**config.mk**
```make
export PLATFORM = sky130hd
export DESIGN_NAME = effect_chain_sequencer
export DESIGN_NICKNAME = d
export VERILOG_FILES = /design/src/rtl/effect_chain_sequencer_pkg.sv /design/src/rtl/effect_chain_sequencer_timer.sv /design/src/rtl/effect_chain_sequencer.sv
export SDC_FILE = /design/constraint.sdc
export NUM_CORES = 1
export LEC_CHECK = 0
export BUFFER_PORTS_ARGS = -buffer_cell sky130_fd_sc_hd__clkbuf_2
export CAP_MARGIN = 20
export CORE_AREA = 2 2 80 82
export DETAILED_ROUTE_END_ITERATION = 10
export DIE_AREA = 0 0 82 84
export PLACE_DENSITY = 0.91
export SYNTH_ARGS = -nofsm -noshare
export SYNTH_HDL_FRONTEND = slang
export SYNTH_SLANG_ARGS = --single-unit
```
**constraint.sdc**
```tcl
create_clock -name clk -period 5.3 [get_ports clk]
set_input_delay 0.53 -clock clk [delete_from_list [all_inputs] [get_ports clk]]
set_output_delay 0.53 -clock clk [all_outputs]
set_load 0.01 [all_outputs]
```
**src/rtl/effect_chain_sequencer_pkg.sv**
```systemverilog
// Shared types and defaults for the effect chain sequencer and its helpers.
// Holds the FSM state encoding and the default per-slot WAIT budget.
package effect_chain_sequencer_pkg;

   typedef enum logic [1:0] {
      ST_IDLE     = 2'd0,
      ST_DISPATCH = 2'd1,
      ST_WAIT     = 2'd2,
      ST_OUT      = 2'd3
   } seq_state_t;

   localparam int DEFAULT_TIMEOUT_CYCLES = 1023;

endpackage

```
**src/rtl/effect_chain_sequencer_timer.sv**
```systemverilog
// WAIT-state watchdog: cleared on grant, counts while waiting, flags the limit.
// The count saturates at the limit so a stalled FSM cannot wrap it.
module effect_timeout_timer
   import effect_chain_sequencer_pkg::*;
#(
   parameter int TIMEOUT_CYCLES = DEFAULT_TIMEOUT_CYCLES
) (
   input  logic clk,
   input  logic rst,
   input  logic clear,
   input  logic incr,
   output logic expired
);

   localparam int TMR_W = $clog2(TIMEOUT_CYCLES + 1);
   localparam logic [TMR_W-1:0] LIMIT = TMR_W'(TIMEOUT_CYCLES);

   logic [TMR_W-1:0] tmr;

   always_ff @(posedge clk) begin
      if (rst || clear) begin
         tmr <= '0;
      end else if (incr && !expired) begin
         tmr <= tmr + TMR_W'(1);
      end
   end

   assign expired = (tmr == LIMIT);

endmodule

```
**src/rtl/effect_chain_sequencer.sv**
```systemverilog
// Initiator of the my_turn/cs/done handshake: walks one sample through the
// enabled effect slots in index order and emits the result as a single pulse.
module effect_chain_sequencer
   import effect_chain_sequencer_pkg::*;
#(
   parameter int DATA_WIDTH     = 16,
   parameter int NUM_EFFECTS    = 4,
   parameter int TIMEOUT_CYCLES = DEFAULT_TIMEOUT_CYCLES
) (
   input  logic                                clk,
   input  logic                                rst,
   input  logic                                sample_valid,
   input  logic signed [DATA_WIDTH-1:0]        sample_in,
   input  logic [NUM_EFFECTS-1:0]              effect_enable,
   output logic [NUM_EFFECTS-1:0]              effect_cs,
   output logic [NUM_EFFECTS-1:0]              my_turn,
   output logic signed [DATA_WIDTH-1:0]        effect_data_in,
   input  logic [NUM_EFFECTS-1:0]              effect_done,
   input  logic [NUM_EFFECTS*DATA_WIDTH-1:0]   effect_data_out,
   output logic signed [DATA_WIDTH-1:0]        sample_out,
   output logic                                sample_out_valid,
   output logic                                busy,
   output logic                                overrun,
   output logic                                timeout
);

   localparam int IDX_W = (NUM_EFFECTS > 1) ? $clog2(NUM_EFFECTS) : 1;
   localparam logic [IDX_W-1:0] LAST_IDX = IDX_W'(NUM_EFFECTS - 1);

   seq_state_t                   state, state_next;
   logic [IDX_W-1:0]             idx, idx_next;
   logic signed [DATA_WIDTH-1:0] acc, acc_next;
   logic signed [DATA_WIDTH-1:0] slot_data;
   logic [NUM_EFFECTS-1:0]       en, en_next;
   logic [NUM_EFFECTS-1:0]       turn_next;
   logic                         tmr_clear, tmr_incr, tmr_expired;
   logic                         overrun_set, timeout_set;

   effect_timeout_timer #(
      .TIMEOUT_CYCLES(TIMEOUT_CYCLES)
   ) u_timer (
      .clk     (clk),
      .rst     (rst),
      .clear   (tmr_clear),
      .incr    (tmr_incr),
      .expired (tmr_expired)
   );

   always_comb begin
      state_next  = state;
      idx_next    = idx;
      acc_next    = acc;
      en_next     = en;
      turn_next   = my_turn;
      tmr_clear   = 1'b0;
      tmr_incr    = 1'b0;
      timeout_set = 1'b0;
      overrun_set = sample_valid && (state != ST_IDLE);
      slot_data   = effect_data_out[int'(idx)*DATA_WIDTH +: DATA_WIDTH];

      case (state)
         ST_IDLE: begin
            if (sample_valid) begin
               acc_next   = sample_in;
               en_next    = effect_enable;
               idx_next   = '0;
               state_next = ST_DISPATCH;
            end
         end

         ST_DISPATCH: begin
            if (en[idx]) begin
               turn_next      = '0;
               turn_next[idx] = 1'b1;
               tmr_clear      = 1'b1;
               state_next     = ST_WAIT;
            end else if (idx == LAST_IDX) begin
               state_next = ST_OUT;
            end else begin
               idx_next = idx + IDX_W'(1);
            end
         end

         // done has priority over the watchdog; a timed-out slot leaves acc untouched
         ST_WAIT: begin
            if (effect_done[idx] || tmr_expired) begin
               turn_next = '0;
               if (effect_done[idx]) begin
                  acc_next = slot_data;
               end else begin
                  timeout_set = 1'b1;
               end
               if (idx == LAST_IDX) begin
                  state_next = ST_OUT;
               end else begin
                  idx_next   = idx + IDX_W'(1);
                  state_next = ST_DISPATCH;
               end
            end else begin
               tmr_incr = 1'b1;
            end
         end

         ST_OUT: begin
            state_next = ST_IDLE;
         end

         default: begin
            state_next = ST_IDLE;
         end
      endcase
   end

   // sample_out/sample_out_valid are loaded on entry to OUT so they are valid during OUT
   always_ff @(posedge clk) begin
      if (rst) begin
         state            <= ST_IDLE;
         idx              <= '0;
         acc              <= '0;
         en               <= '0;
         my_turn          <= '0;
         sample_out       <= '0;
         sample_out_valid <= 1'b0;
         overrun          <= 1'b0;
         timeout          <= 1'b0;
      end else begin
         state            <= state_next;
         idx              <= idx_next;
         acc              <= acc_next;
         en               <= en_next;
         my_turn          <= turn_next;
         sample_out_valid <= (state_next == ST_OUT);
         if (state_next == ST_OUT) begin
            sample_out <= acc_next;
         end
         if (overrun_set) begin
            overrun <= 1'b1;
         end
         if (timeout_set) begin
            timeout <= 1'b1;
         end
      end
   end

   assign effect_data_in = acc;
   assign effect_cs      = en;
   assign busy           = (state != ST_IDLE);

endmodule

```
# Word-level counts from Yosys, hierarchy flattened
# Cells that the tools add are included.
# word_totals
register_bits,57
input_bits,91
wordCells,69
# op_classes
n_addsub,2
magnitude_cmp,2
eq_ne,10
shift,1
mux,31
reduce_logical,13
# op_table
cell,n
$shiftx A64 B7 Y16,1
$mux W16,3
$pmux W16 S2,1
$mux W2,9
$add A10 B1 Y10 const B,1
$eq A10 B10 Y1 const B,1
$mux W1,10
$eq A2 B2 Y1 const B,4
$mux W4,2
$ne A2 B2 Y1 const B,4
$pmux W2 S4,1
$pmux W4 S2,1
$pmux W2 S3,1
$bmux W1 S2,2
$reduce_and A4 Y1,1
$reduce_bool A2 Y1,2
$logic_and A1 B1 Y1,3
$lt A2 B3 Y1 const B,1
$reduce_and A3 Y1,1
$reduce_bool A3 Y1,1
$add A2 B1 Y2 const B,1
$demux W1 S2,1
$eq A2 B1 Y1 const B,1
$ge A2 B1 Y1 const B,1
4 further kinds,5

# Logic depth before layout (Yosys ltp)
# Gate-level depths: netlist (run 1).
# depth
ltp_word,6
ltp_mapped,9
ltp_nobuf,7

# Hierarchy
# A second synthesis (run 1) with hierarchy kept.
# unflattened
hier_cells,351
area_unflattened_um2,3510.9
# modules_own_cells
mod,instances,cells_each,area_per_inst_um2,seq_area_each_um2
effect_chain_sequencer,1,283,2917.8,940.9
effect_timeout_timer,1,68,593.1,200.2

# Worst setup path after synthesis (run 1)
# No wires, ideal clock.
# synth_path
path_kind,in2reg
startpoint,input port effect_done[3]
endpoint,register sample_out[10]
setup_time_ns,0.121
t_arrival_ns,2.503
t_required_ns,5.179
path_slack_ns,2.675
path_stages,6
path_buffers,1
path_cell_list,mux4_2 > a31o_1 > mux2_4 > a211oi_4 > buf_12 > mux2_4
# synth_between
elab_chain_cells,6
word_cells_on_any_way,9
classes_between,eq/ne (1); mux (7); reduce/logical (1)
# synth_rtl
item,line,rtl
start: declaration,effect_chain_sequencer.sv:18,"input logic [NUM_EFFECTS-1:0] effect_done,"
$bmux W1 S2 (*),"effect_chain_sequencer.sv:86, effect_chain_sequencer.sv:88",
$mux W1 (not written as such) (*),"effect_chain_sequencer.sv:86, effect_chain_sequencer.sv:88",
$logic_or A1 B1 Y1,effect_chain_sequencer.sv:86,if (effect_done[idx] || tmr_expired) begin
$mux W2,effect_chain_sequencer.sv:86,
$pmux W2 S4,effect_chain_sequencer.sv:61,case (state)
$eq A2 B2 Y1,effect_chain_sequencer.sv:133,if (state_next == ST_OUT) begin
end signal: assignment,effect_chain_sequencer.sv:134,sample_out <= acc_next;
end: declaration,effect_chain_sequencer.sv:20,"output logic signed [DATA_WIDTH-1:0] sample_out,"
# Every way passes the cells marked *; elsewhere a longest branch is shown, timed or not. The select of a mux whose other input is x is not followed.
# A chain may end at the register's enable or synchronous reset.

# Worst setup path after layout (run 1)
# layout_path
startpoint,register idx[0]
endpoint,register sample_out[3]
# layout_between
elab_chain_cells,6
word_cells_on_any_way,16
classes_between,eq/ne (2); shift (1); mux (12); reduce/logical (1)
# layout_rtl
item,line,rtl
start: declaration,effect_chain_sequencer.sv:31,"logic [IDX_W-1:0] idx, idx_next;"
start signal: assignment,effect_chain_sequencer.sv:128,idx <= idx_next;
branches (longest 6 deep; another with $shiftx A64 B7 Y16),-,
# Several ways; the timed one is not identified. The select of a mux whose other input is x is not followed.

==> impl_summary.txt, run 1 <==
----------------------------------------------------
[Status]
  Outcome ... finished clean

[Critical path]
  Path type of the worst setup path ... reg2reg
  Crit path DAT ... 3.81 ns
  R2R Setup Slk ... around 1.7 ns
  Critical path startpoint category ... register
  Reg-to-Reg End ... sample_out[3]$_SDFFE_PP0N_
  Count of cells along the worst register-to-register path ... 5
  CP max-delay cell ... sky130_fd_sc_hd__a211oi_4
  Reg2Reg Launch Point ... idx[0]$_SDFFE_PP0P_
  Cell breakdown of the critical path ... mux4_2 > a31o_1 > mux2_4 > a211oi_4 > mux2_2
  WP depth ... 5
  Top delay family on crit path ... multiplexers
  Highest cell delay on the worst timing path ... 0.90 ns
  Maximum fanout along the worst path ... 16
  Crit end category ... register
  Required time of the critical path ... around 5.5 ns
  Worst setup path endpoint ... sample_out[3]$_SDFFE_PP0N_
  Crit path launch ... idx[0]$_SDFFE_PP0P_
  Worst path buffer plus inverter count ... 0

[Routing]
  First-iteration detailed-routing DRC count ... 291
  Post-route DRC violation count ... 0
  Drt via density ... around 5.7
  Antenna-violating nets left ... 0
  Routed WL per cell ... about 17 um
  Wirelength, routed ... around 8.7 mm
  First-pass DRT Iterations ... 7
  Total via count after detailed routing ... approximately 2800

[Clocking]
  Clock insertion delay at the later pin of the skew report ... 0.33 ns
  CTS hold repair buffers ... 0
  Sinks on Clock Net ... 57
  Clock tree root driver cell ... sky130_fd_sc_hd__clkbuf_8
  Clock tree from TritonCTS ... yes
  Post-CTS setup buffer count ... 0
  Clock slew at the register clock pins of the worst setup and hold paths ... 0.06 ns
  Maximum buffer depth of the clock tree ... 2
  Number of buffers created by CTS ... 9
  CTS-repair resized insts ... 0
  Number of H-tree levels ... 3

[Timing]
  Clock Skews ... 0.00941 ns
  Actual slew at the worst max-slew pin ... ~1.1 ns
  Highest Clock Rate ... 278 MHz
  Ratio of final minimum period to clock period ... 0.678
  Min Clock Period, post-route ... roughly 3.6 ns
  Worst Hold Slack ... approximately 0.42 ns
  Max transition margin ... 0.289
  Hold violation count in the final report ... 0
  Final setup viols ... 0
  Total negative setup slack ... 0 ns
  Final-report max-slew violation count ... 0
  Final Worst Setup Slack ... 1.71 ns
  Unrepaired setup endpoints after global routing ... no

[Die]
  Die Footprint ... roughly 7000 sq um
  Boundary pin count ... around 140
  Overall die height ... around 84 um
  Core region area ... 6100 sq um
  Width of the chip ... slightly above 80 um
  Initial core utilization ... 0.493
  Row count ... 29

[Run]
  Number of max-cap violations ... 0

[Global routing]
  Number of global-route vias before repair ... between 2000 and 3000
  Number of antenna violations at the first check in global routing ... 0
  Aggregate global routing overflow ... 0
  Overall global routing resource usage ... 0.252
  Global-route wire length before repair ... 13.0 mm
  Maximum number of pins on one net before global-route repair ... slightly below 50

[Logic synthesis]
  Yosys synthesis warning count ... 0
  Xor-xnor portion of the synthesized cell area ... 0.0262
  Cell area after synthesis ... approximately 3000 sq um
  Main combinational cell family by area after synthesis ... multiplexers
  Area fraction in compound gates after synthesis ... 0.112
  Mean instance size in the synthesized netlist ... approximately 11 sq um
  Proportion of netlist area held by the largest area contributor ... 0.380
  Seq cells post-synth ... 57
  Adder-cell share of the synthesized area ... 0.0375
  Synth Instances ... approximately 290
  Cell variety after synth ... roughly 40
  Post-synthesis sequential area ratio ... 0.380
  Multiplexer share of the synthesized area ... 0.244
  Cell type with the largest total area after synthesis ... sky130_fd_sc_hd__dfxtp_1
  Synthesized-area fraction occupied by and/or/nand/nor cells ... 0.160
  Top cells by area in the synthesized netlist ... sky130_fd_sc_hd__dfxtp_1, sky130_fd_sc_hd__mux4_2, sky130_fd_sc_hd__mux2_4
  Syn nets ... between 300 and 400

[Power and ir drop]
  Pwr per Cell Area ... 284 nW/um^2
  Total Power Consumption ... approximately 1.1 mW
  Static leakage power ... around 1.8 nW
  Peak supply drop ... ~210 uV

[Layout]
  Diode count ... 0
  Most frequent cells in the layout ... sky130_fd_sc_hd__clkbuf_2, sky130_fd_sc_hd__dfxtp_1, sky130_fd_sc_hd__nor2_1
  Final #Nets ... between 500 and 600
  Count of fill cells added during filler insertion ... roughly 460
  Layout cell share with drive strength beyond 1 ... 0.473
  Leading cell type in the layout, fill and taps excluded ... sky130_fd_sc_hd__clkbuf_2
  Post-synthesis to final-layout area growth ... 30.4%
  Final std cells w/o fill ... between 400 and 500

[Placement]
  Placed Cells incl. Taps ... 479
  Final weighted congestion in routability-driven placement ... 0.954
  DP HPWL ... 6.12 mm
  Pre-CTS WS ... approximately 1.7 ns
  Number of port buffers ... ~130

[Worst hold path]
  Worst hold path type ... in2reg

----------------------------------------------------
## per-layer routing
layer,vias up,routed length [um],track usage
met4,0,276,0.100
li1,1296,-,-
met3,26,666,0.0779
met2,151,4370,0.421
met5,-,0,0
met1,1344,3350,0.298
## logic make-up after synthesis
| logic type | Yosys count |
|---|---|
| adder cells (fa/ha/maj) | 9 |
| XOR/XNOR | 9 |
| AND/OR/NAND/NOR | 100 |
| flip-flops | 57 |
| buffers and inverters | 26 |
| AO/OA/AOI/OAI | 41 |
| multiplexers | 44 |
## how the worst min path moves through the flow
stage                                           start                           to  slack [ns]  depth (start not counted)
after CTS                            effect_enable[0]    effect_cs[0]$_SDFFE_PP0P_        0.41                          3
after global placement           overrun$_SDFFE_PP0P_         overrun$_SDFFE_PP0P_        0.45                          2
after global routing                 effect_enable[0]    effect_cs[0]$_SDFFE_PP0P_        0.42                          3
after floorplan           u_timer.tmr[1]$_SDFFE_PP0P_  u_timer.tmr[1]$_SDFFE_PP0P_        0.45                          2
final                                effect_enable[0]    effect_cs[0]$_SDFFE_PP0P_        0.42                          3
after detailed placement         overrun$_SDFFE_PP0P_         overrun$_SDFFE_PP0P_        0.46                          2
## registers in the layout, indices dropped and copies added (netlist names)
signal	flops
overrun	1
effect_data_in	16
sample_out	16
timeout	1
my_turn	4
idx	2
state	2
sample_out_valid	1
u_timer.tmr	10
effect_cs	4
## through the flow
stage                      util  instance area [sq um]
after floorplan               -                   3010
after global placement    0.604                   3680
after detailed placement  0.604                   3680
after CTS                 0.642                   3910
after global routing      0.643                   3920
final                     0.643                   3920
## tightest hold or removal path: stages
cell	delay [ns]
sky130_fd_sc_hd__clkbuf_2	0.08
sky130_fd_sc_hd__nand2_1	0.05
sky130_fd_sc_hd__a21oi_1	0.05
## synthesized netlist by cell type (all sizes together)
cell and instances:
inv 7, o21ai 3, nor2b 20, mux2 20
and2 4, buf 5, xnor2 3, and4 2
nor3 1, a31o 1, a311o 1, o31a 1
a222oi 14, a21bo 1, ha 9, xor2 6
mux2i 6, nand4 4, a41oi 1, o221ai 1
nor2 38, a311oi 1, nor4 2, clkbuf 14
nand3b 1, a211oi 1, mux4 18, nand2b 3
nand2 21, dfxtp 57, or2 2, o211ai 2
o32ai 1, a21oi 13, nand3 2
## power breakdown
| part | switching, mW | internal [mW] |
|---|---|---|
| sequential | 0.0176 | 0.444 |
| clock | 0.169 | 0.288 |
| combinational | 0.101 | 0.0945 |
| total | 0.288 | 0.827 |
## area by class of cell
cell class / count / area, sq um / share of cell area
multi-input cells: 203 / 1740 / 0.444
flip-flops and latches: 57 / 1140 / 0.291
repair buffers: 136 / 686 / 0.175
clock buffers: 11 / 151 / 0.0386
well taps: 77 / 96.3 / 0.0246
clock inverters: 5 / 77.6 / 0.0198
inverters: 7 / 26.3 / 0.00670
(Power assumes the default switching activity.)
==> run 2: changes to the inputs <==
- CORE_AREA: 2 2 80 82 -> 2 2 83 85
- DIE_AREA: 0 0 82 84 -> 0 0 85 87
- PLACE_DENSITY: 0.91 -> 0.86
- clock period: 5.3 -> 3.5 ns (I/O delays scaled with it)
==> run 2 against run 1 <==
Effect of this change:
- clock power rose by 31%
- cell count rose by 1.2%
- design area fell by 0.35%
- global-route usage decreased by 3.3 points
- combinational power rose by 53%
- maximum frequency up 30%
- non-clock buffer count up 3
- via count fell by 0.75%
- largest cell class unchanged
- highest routed layer unchanged
==> impl_summary.txt, run 2 (same netlist as run 1, synthesis figures left out) <==
----------------------------------------------------
[Power and ir drop]
  Relative contribution of sequential cells to total power ... 0.436 (+0.022)
  Pwr per Cell Area ... 408 nW/um^2 (+43%)
  Gate power share ... 0.187 (+0.012)
  Net Sw Power ... 0.428 mW (+49%)
  Peak supply drop ... 286 uV (+36%)
  Clock group share of total power ... 0.377 (-0.033)
  Static leakage power ... 1.75 nW (about the same)
  Switching part of the total ... 0.269 (+0.0108)
  Internal power summed over all cells ... 1.16 mW (+41%)

[Timing]
  Highest Clock Rate ... 361 MHz (+30%)
  Final setup viols ... 0 (unchanged)
  Unrepaired setup endpoints after global routing ... no
  Clock Skews ... 0.00497 ns (-0.00444 ns)
  Total negative setup slack ... 0 ns (unchanged)
  Ratio of final minimum period to clock period ... 0.791 (+0.114)
  Hold violation count in the final report ... 0 (unchanged)
  Final-report max-slew violation count ... 0 (unchanged)
  Max transition margin ... 0.353 (+0.0642)
  Min Clock Period, post-route ... 2.77 ns (-0.822 ns)
  Actual slew at the worst max-slew pin ... 0.970 ns (-0.0929 ns)

[Global routing]
  Overall global routing resource usage ... 0.219 (-0.0334)
  Aggregate global routing overflow ... 0 (unchanged)
  Global-route wire length before repair ... 12.7 mm (-2.1%)
  Number of global-route vias before repair ... 2674 (-0.56%)
  Number of antenna violations at the first check in global routing ... 0 (unchanged)
  Maximum number of pins on one net before global-route repair ... 49 (unchanged)

[Worst hold path]
  Worst Hold End ... effect_cs[2]$_SDFFE_PP0P_
  Hold path start ... effect_enable[2]
  Worst hold path type ... in2reg
  Hold-critical path depth ... 3 (unchanged)

[Routing]
  Post-route DRC violation count ... 0 (unchanged)
  First-iteration detailed-routing DRC count ... 245 (-16%)
  Total via count after detailed routing ... 2796 (-0.75%)
  First-pass DRT Iterations ... 7 (unchanged)
  Antenna-violating nets left ... 0 (unchanged)
  Wirelength, routed ... 8.31 mm (-4.0%)
  Drt via density ... 5.57 (-1.9%)
  Routed WL per cell ... 16.6 um (-5.2%)

[Clocking]
  Sinks on Clock Net ... 57 (unchanged)
  Clock insertion delay at the later pin of the skew report ... 0.34 ns (about the same)
  Number of H-tree levels ... 3 (unchanged)
  Maximum buffer depth of the clock tree ... 2 (unchanged)
  Clock tree root driver cell ... sky130_fd_sc_hd__clkbuf_8
  Clock tree from TritonCTS ... yes
  Clock slew at the register clock pins of the worst setup and hold paths ... 0.06 ns (about the same)
  Post-CTS setup buffer count ... 0 (unchanged)
  Number of buffers created by CTS ... 9 (unchanged)
  CTS hold repair buffers ... 0 (unchanged)
  CTS-repair resized insts ... 0 (unchanged)

[Layout]
  Final #Nets ... 517 (+0.58%)
  Post-synthesis to final-layout area growth ... 30.0%
  Layout cell share with drive strength beyond 1 ... 0.469 (-0.00336)
  Final Instance Area ... 3910 sq um (-0.35%)
  Most frequent cells in the layout ... sky130_fd_sc_hd__clkbuf_2, sky130_fd_sc_hd__dfxtp_1, sky130_fd_sc_hd__nor2_1
  Final std cells w/o fill ... 502 (+1.2%)
  Diode count ... 0 (unchanged)
  Leading cell type in the layout, fill and taps excluded ... sky130_fd_sc_hd__clkbuf_2

[Critical path]
  Path type of the worst setup path ... reg2reg
  Maximum fanout along the worst path ... 16 (unchanged)
  R2R Setup Slk ... 0.73 ns (-0.98 ns)
  Count of cells along the worst register-to-register path ... 7 (+2)
  Reg-to-Reg End ... sample_out[0]$_SDFFE_PP0N_
  Crit end category ... register
  Crit path DAT ... 3.00 ns (-0.81 ns)
  Critical path startpoint category ... register
  Required time of the critical path ... 3.73 ns (-1.79 ns)
  Reg2Reg Launch Point ... idx[0]$_SDFFE_PP0P_

[Placement]
  Placed Cells incl. Taps ... 485 (+1.3%)
  Cell area after placement ... 3710 sq um (+0.71%)
  Number of port buffers ... 134 (unchanged)
  DP HPWL ... 6.21 mm (+1.5%)
  Final weighted congestion in routability-driven placement ... 0.869 (-8.9%)

[Die]
  Row count ... 30 (+3.4%)
  Initial core utilization ... 0.458 (-0.0355)
  Width of the chip ... 85 um (+3.7%)
  Overall die height ... 87 um (+3.6%)
  Boundary pin count ... 135 (unchanged)
  Die Footprint ... 7400 sq um (+7.4%)
  Core region area ... 6570 sq um (+7.8%)

[Status]
  Outcome ... finished clean

[Run]
  Number of max-cap violations ... 0 (unchanged)

----------------------------------------------------
-- run 2: how the worst max path moves through the flow --
| stage | startpoint | endpoint | slack (ns) | cells after the start |
|---|---|---|---|---|
| 2_1_floorplan | idx[0]$_SDFFE_PP0P_ | sample_out[10]$_SDFFE_PP0N_ | 0.96 | 6 |
| 3_3_place_gp | idx[1]$_SDFFE_PP0P_ | sample_out[2]$_SDFFE_PP0N_ | 0.83 | 6 |
| 3_5_place_dp | idx[1]$_SDFFE_PP0P_ | sample_out[0]$_SDFFE_PP0N_ | 0.75 | 6 |
| 4_1_cts | idx[1]$_SDFFE_PP0P_ | sample_out[9]$_SDFFE_PP0N_ | 0.66 | 5 |
| 5_1_grt | idx[0]$_SDFFE_PP0P_ | sample_out[14]$_SDFFE_PP0N_ | 0.57 | 7 |
| 6_report | idx[0]$_SDFFE_PP0P_ | sample_out[0]$_SDFFE_PP0N_ | 0.73 | 7 |
-- run 2: final cells by class --
class                           count  area (sq um)
Clock buffer                       13           149
Clock inverter                      3          40.0
Fill cell                         530          2660
Inverter                            7          26.3
Multi-Input combinational cell    203          1740
Sequential cell                    57          1140
Tap cell                           80           100
Timing Repair Buffer              139           708
-- run 2: power groups by stage --
stage	clock (mW)	combinational [mW]	sequential (mW)
after floorplan	0	0.174	0.711
after global placement	0	0.279	0.706
after detailed placement	0	0.289	0.707
after CTS	0.602	0.292	0.693
after global routing	0.637	0.322	0.696
final	0.600	0.298	0.694
-- run 2: worst max-delay path: stages (launching register included) --
cell,delay (ns)
sky130_fd_sc_hd__dfxtp_1,0.40
sky130_fd_sc_hd__buf_4,0.29
sky130_fd_sc_hd__mux4_2,0.59
sky130_fd_sc_hd__o211ai_1,0.22
sky130_fd_sc_hd__o221ai_1,0.23
sky130_fd_sc_hd__a211oi_4,0.25
sky130_fd_sc_hd__buf_4,0.31
sky130_fd_sc_hd__mux2_2,0.37
-- run 2: metal layers --
metal,GRT usage,vias to the layer above,part of all wire
met5,0,-,0
met4,0.0678,0,0.017
met3,0.0664,19,0.079
met2,0.359,143,0.51
met1,0.279,1326,0.40
li1,-,1308,-
-- run 2: metrics by stage --
stage	worst slack (ns)	total power [mW]	util	hold slack, ns
floorplan	0.959	0.885	-	0.453
global placement	0.830	0.984	0.565	0.449
detailed placement	0.751	0.995	0.565	0.468
CTS	0.661	1.59	0.594	0.226
global route	0.573	1.65	0.595	0.239
finish	0.730	1.59	0.595	0.233
==> run 3: changes to the inputs <==
- CORE_AREA: 2 2 83 85 -> 2 2 87 89
- DIE_AREA: 0 0 85 87 -> 0 0 89 91
- PLACE_DENSITY: 0.86 -> 0.83
- clock period: 3.5 -> 2.28 ns (I/O delays scaled with it)
==> run 3 against run 2 <==
Effect of this change:
- the flow now finishes with violations (setup timing)
- cell count up 7.8%
- hold slack worse by 0.12 ns
- register-to-register slack worse by 0.86 ns
- largest power group is now the clock network
==> impl_summary.txt, run 3 (same netlist as run 1, synthesis figures left out) <==
----------------------------------------------------
[Clocking]
  Clock tree root driver cell ... sky130_fd_sc_hd__clkbuf_8
  Maximum buffer depth of the clock tree ... 2 (unchanged)
  Clock slew at the register clock pins of the worst setup and hold paths ... 0.07 ns (about the same)
  Clock tree from TritonCTS ... yes
  Sinks on Clock Net ... 57 (unchanged)
  Clock insertion delay at the later pin of the skew report ... 0.35 ns (about the same)
  Number of buffers created by CTS ... 9 (unchanged)
  CTS hold repair buffers ... 0 (unchanged)
  Number of H-tree levels ... 3 (unchanged)

[Timing]
  Max transition margin ... 0.429 (+0.0753)
  Ratio of final minimum period to clock period ... 1.06 (+0.264)
  Highest Clock Rate ... 416 MHz (+15%)
  Final Worst Setup Slack ... -0.127 ns (-0.857 ns)
  Final-report max-slew violation count ... 0 (unchanged)
  Actual slew at the worst max-slew pin ... 0.857 ns (-0.113 ns)
  Unrepaired setup endpoints after global routing ... yes
  Clock Skews ... 0.0148 ns (+0.00984 ns)
  Hold violation count in the final report ... 0 (unchanged)
  Min Clock Period, post-route ... 2.41 ns (-0.363 ns)
  Final setup viols ... 16 (+16)

[Global routing]
  Maximum number of pins on one net before global-route repair ... 42 (-14%)
  Number of antenna violations at the first check in global routing ... 0 (unchanged)
  Global routing usage on met3 ... 0.0473 (-0.0191)
  Met2 usage ... 0.377 (+0.0182)
  Aggregate global routing overflow ... 0 (unchanged)
  Number of global-route vias before repair ... 2960 (+11%)
  Met1 Use GR ... 0.290 (+0.0105)
  Global-route wire length before repair ... 14.3 mm (+12%)
  Layer with the highest usage ... met2
  Overall global routing resource usage ... 0.232 (+0.0129)

[Placement]
  DP HPWL ... 6.66 mm (+7.4%)
  Number of port buffers ... 134 (unchanged)
  Final weighted congestion in routability-driven placement ... 0.915 (+5.3%)
  Cell area after placement ... 3890 sq um (+5.0%)

[Routing]
  Antenna-violating nets left ... 0 (unchanged)
  Routed WL per cell ... 17.1 um (+3.3%)
  First-pass DRT Iterations ... 5 (-2)
  First-iteration detailed-routing DRC count ... 237 (-3.3%)
  Total via count after detailed routing ... 2952 (+5.6%)
  Drt via density ... 5.46 (-2.0%)
  Wirelength, routed ... 9.26 mm (+11%)
  Post-route DRC violation count ... 0 (unchanged)

[Critical path]
  Crit path top cell by count ... sky130_fd_sc_hd__mux2_4
  Critical path startpoint category ... register
  Required time of the critical path ... 2.51 ns (-1.22 ns)
  R2R Setup Slk ... -0.13 ns (-0.86 ns)
  Cell breakdown of the critical path ... mux4_2 > a31o_1 > mux2_4 > a211oi_4 > buf_4 > buf_12 > mux2_4
  Maximum fanout along the worst path ... 8 (-8)
  Reg-to-Reg End ... sample_out[15]$_SDFFE_PP0N_
  Highest cell delay on the worst timing path ... 0.52 ns (-0.07 ns)
  Reg2Reg Launch Point ... idx[0]$_SDFFE_PP0P_
  Crit path DAT ... 2.64 ns (-0.36 ns)
  Count of cells along the worst register-to-register path ... 7 (unchanged)
  CP max-delay cell ... sky130_fd_sc_hd__mux4_2
  Path type of the worst setup path ... reg2reg
  Crit end category ... register

[Die]
  Width of the chip ... 89 um (+4.7%)
  Initial core utilization ... 0.421 (-0.0364)
  Die Footprint ... 8100 sq um (+9.5%)
  Row count ... 31 (+3.3%)
  Overall die height ... 91 um (+4.6%)
  Boundary pin count ... 135 (unchanged)
  Core region area ... 7140 sq um (+8.6%)

[Power and ir drop]
  Total Power Consumption ... 2.64 mW (+66%)
  Pwr per Cell Area ... 630 nW/um^2 (+55%)
  Static leakage power ... 1.89 nW (+8.0%)
  Peak supply drop ... 340 uV (+19%)

[Worst hold path]
  Worst hold path type ... in2reg
  Worst Hold End ... effect_cs[0]$_SDFFE_PP0P_
  Hold path start ... effect_enable[0]
  Hold-critical path depth ... 3 (unchanged)

[Layout]
  Most frequent cells in the layout ... sky130_fd_sc_hd__clkbuf_2, sky130_fd_sc_hd__dfxtp_1, sky130_fd_sc_hd__nor2_1
  Final #Nets ... 537 (+3.9%)
  Final Instance Area ... 4200 sq um (+7.5%)
  Diode count ... 0 (unchanged)
  Post-synthesis to final-layout area growth ... 39.7%
  Leading cell type in the layout, fill and taps excluded ... sky130_fd_sc_hd__clkbuf_2
  Layout cell share with drive strength beyond 1 ... 0.507 (+0.0376)

[Status]
  Outcome ... finished, violations left
  Failing checks ... setup timing

[Run]
  Number of max-cap violations ... 0 (unchanged)

----------------------------------------------------
[run 3: cell types whose count changed in the layout (fill, tap and decap cells not counted), sizes merged]
cell,change
inv,+1
buf,+20
clkbuf,-4
clkinv,+2
bufinv,+1
[run 3: metal layers]
layer / share of wire / vias up / wire length [um]
met5: 0 / - / 0
met4: 0.030 / 0 / 279
met1: 0.40 / 1406 / 3730
met3: 0.082 / 26 / 756
li1: - / 1352 / -
met2: 0.49 / 168 / 4490
[run 3: worst max-delay path by stage]
| stage | start | endpoint | cells after the start |
|---|---|---|---|
| final | idx[0]$_SDFFE_PP0P_ | sample_out[15]$_SDFFE_PP0N_ | 7 |
| after global routing | idx[0]$_SDFFE_PP0P_ | sample_out[8]$_SDFFE_PP0N_ | 7 |
| after CTS | idx[0]$_SDFFE_PP0P_ | sample_out[8]$_SDFFE_PP0N_ | 7 |
| after detailed placement | idx[0]$_SDFFE_PP0P_ | sample_out[1]$_SDFFE_PP0N_ | 8 |
| after global placement | idx[0]$_SDFFE_PP0P_ | sample_out[3]$_SDFFE_PP0N_ | 6 |
| after floorplan | idx[0]$_SDFFE_PP0P_ | sample_out[10]$_SDFFE_PP0N_ | 6 |
[run 3: critical path, delay by kind of cell, from the launching register on]
family,cells,cell delay [ns]
AO/OA/AOI/OAI,2,0.48
buffers and inverters,2,0.29
flip-flops,1,0.36
multiplexers,3,1.16
[run 3: report_power, final]
part	internal (mW)	switching, mW
sequential	1.03	0.0295
combinational	0.250	0.255
clock	0.626	0.452
total	1.91	0.737
[run 3: cell type report]
class	instances	area, sq um
fill	604	2940
multi-input combinational	203	1770
sequential	57	1140
timing repair buffer	159	907
clock buffer	9	124
tap	99	124
clock inverter	7	104
inverter	7	26.3
[run 3: repair_timing]
action                     in CTS  in global routing
cloned                          1                  0
resized for setup               8                  1
buffers inserted                3                  0
pin swaps                       1                  0
setup endpoints to repair      16                 16
[run 3: metrics by stage]
step	setup TNS (ns)	util	hold WS (ns)	std cells	setup WS [ns]
floorplan	-2.48	-	0.364	286	-0.197
global placement	0	0.546	0.453	521	0.00136
detailed placement	-1.43	0.546	0.465	521	-0.118
CTS	-0.974	0.588	0.101	541	-0.0702
global route	-2.89	0.588	0.103	541	-0.200
finish	-1.79	0.588	0.117	541	-0.127
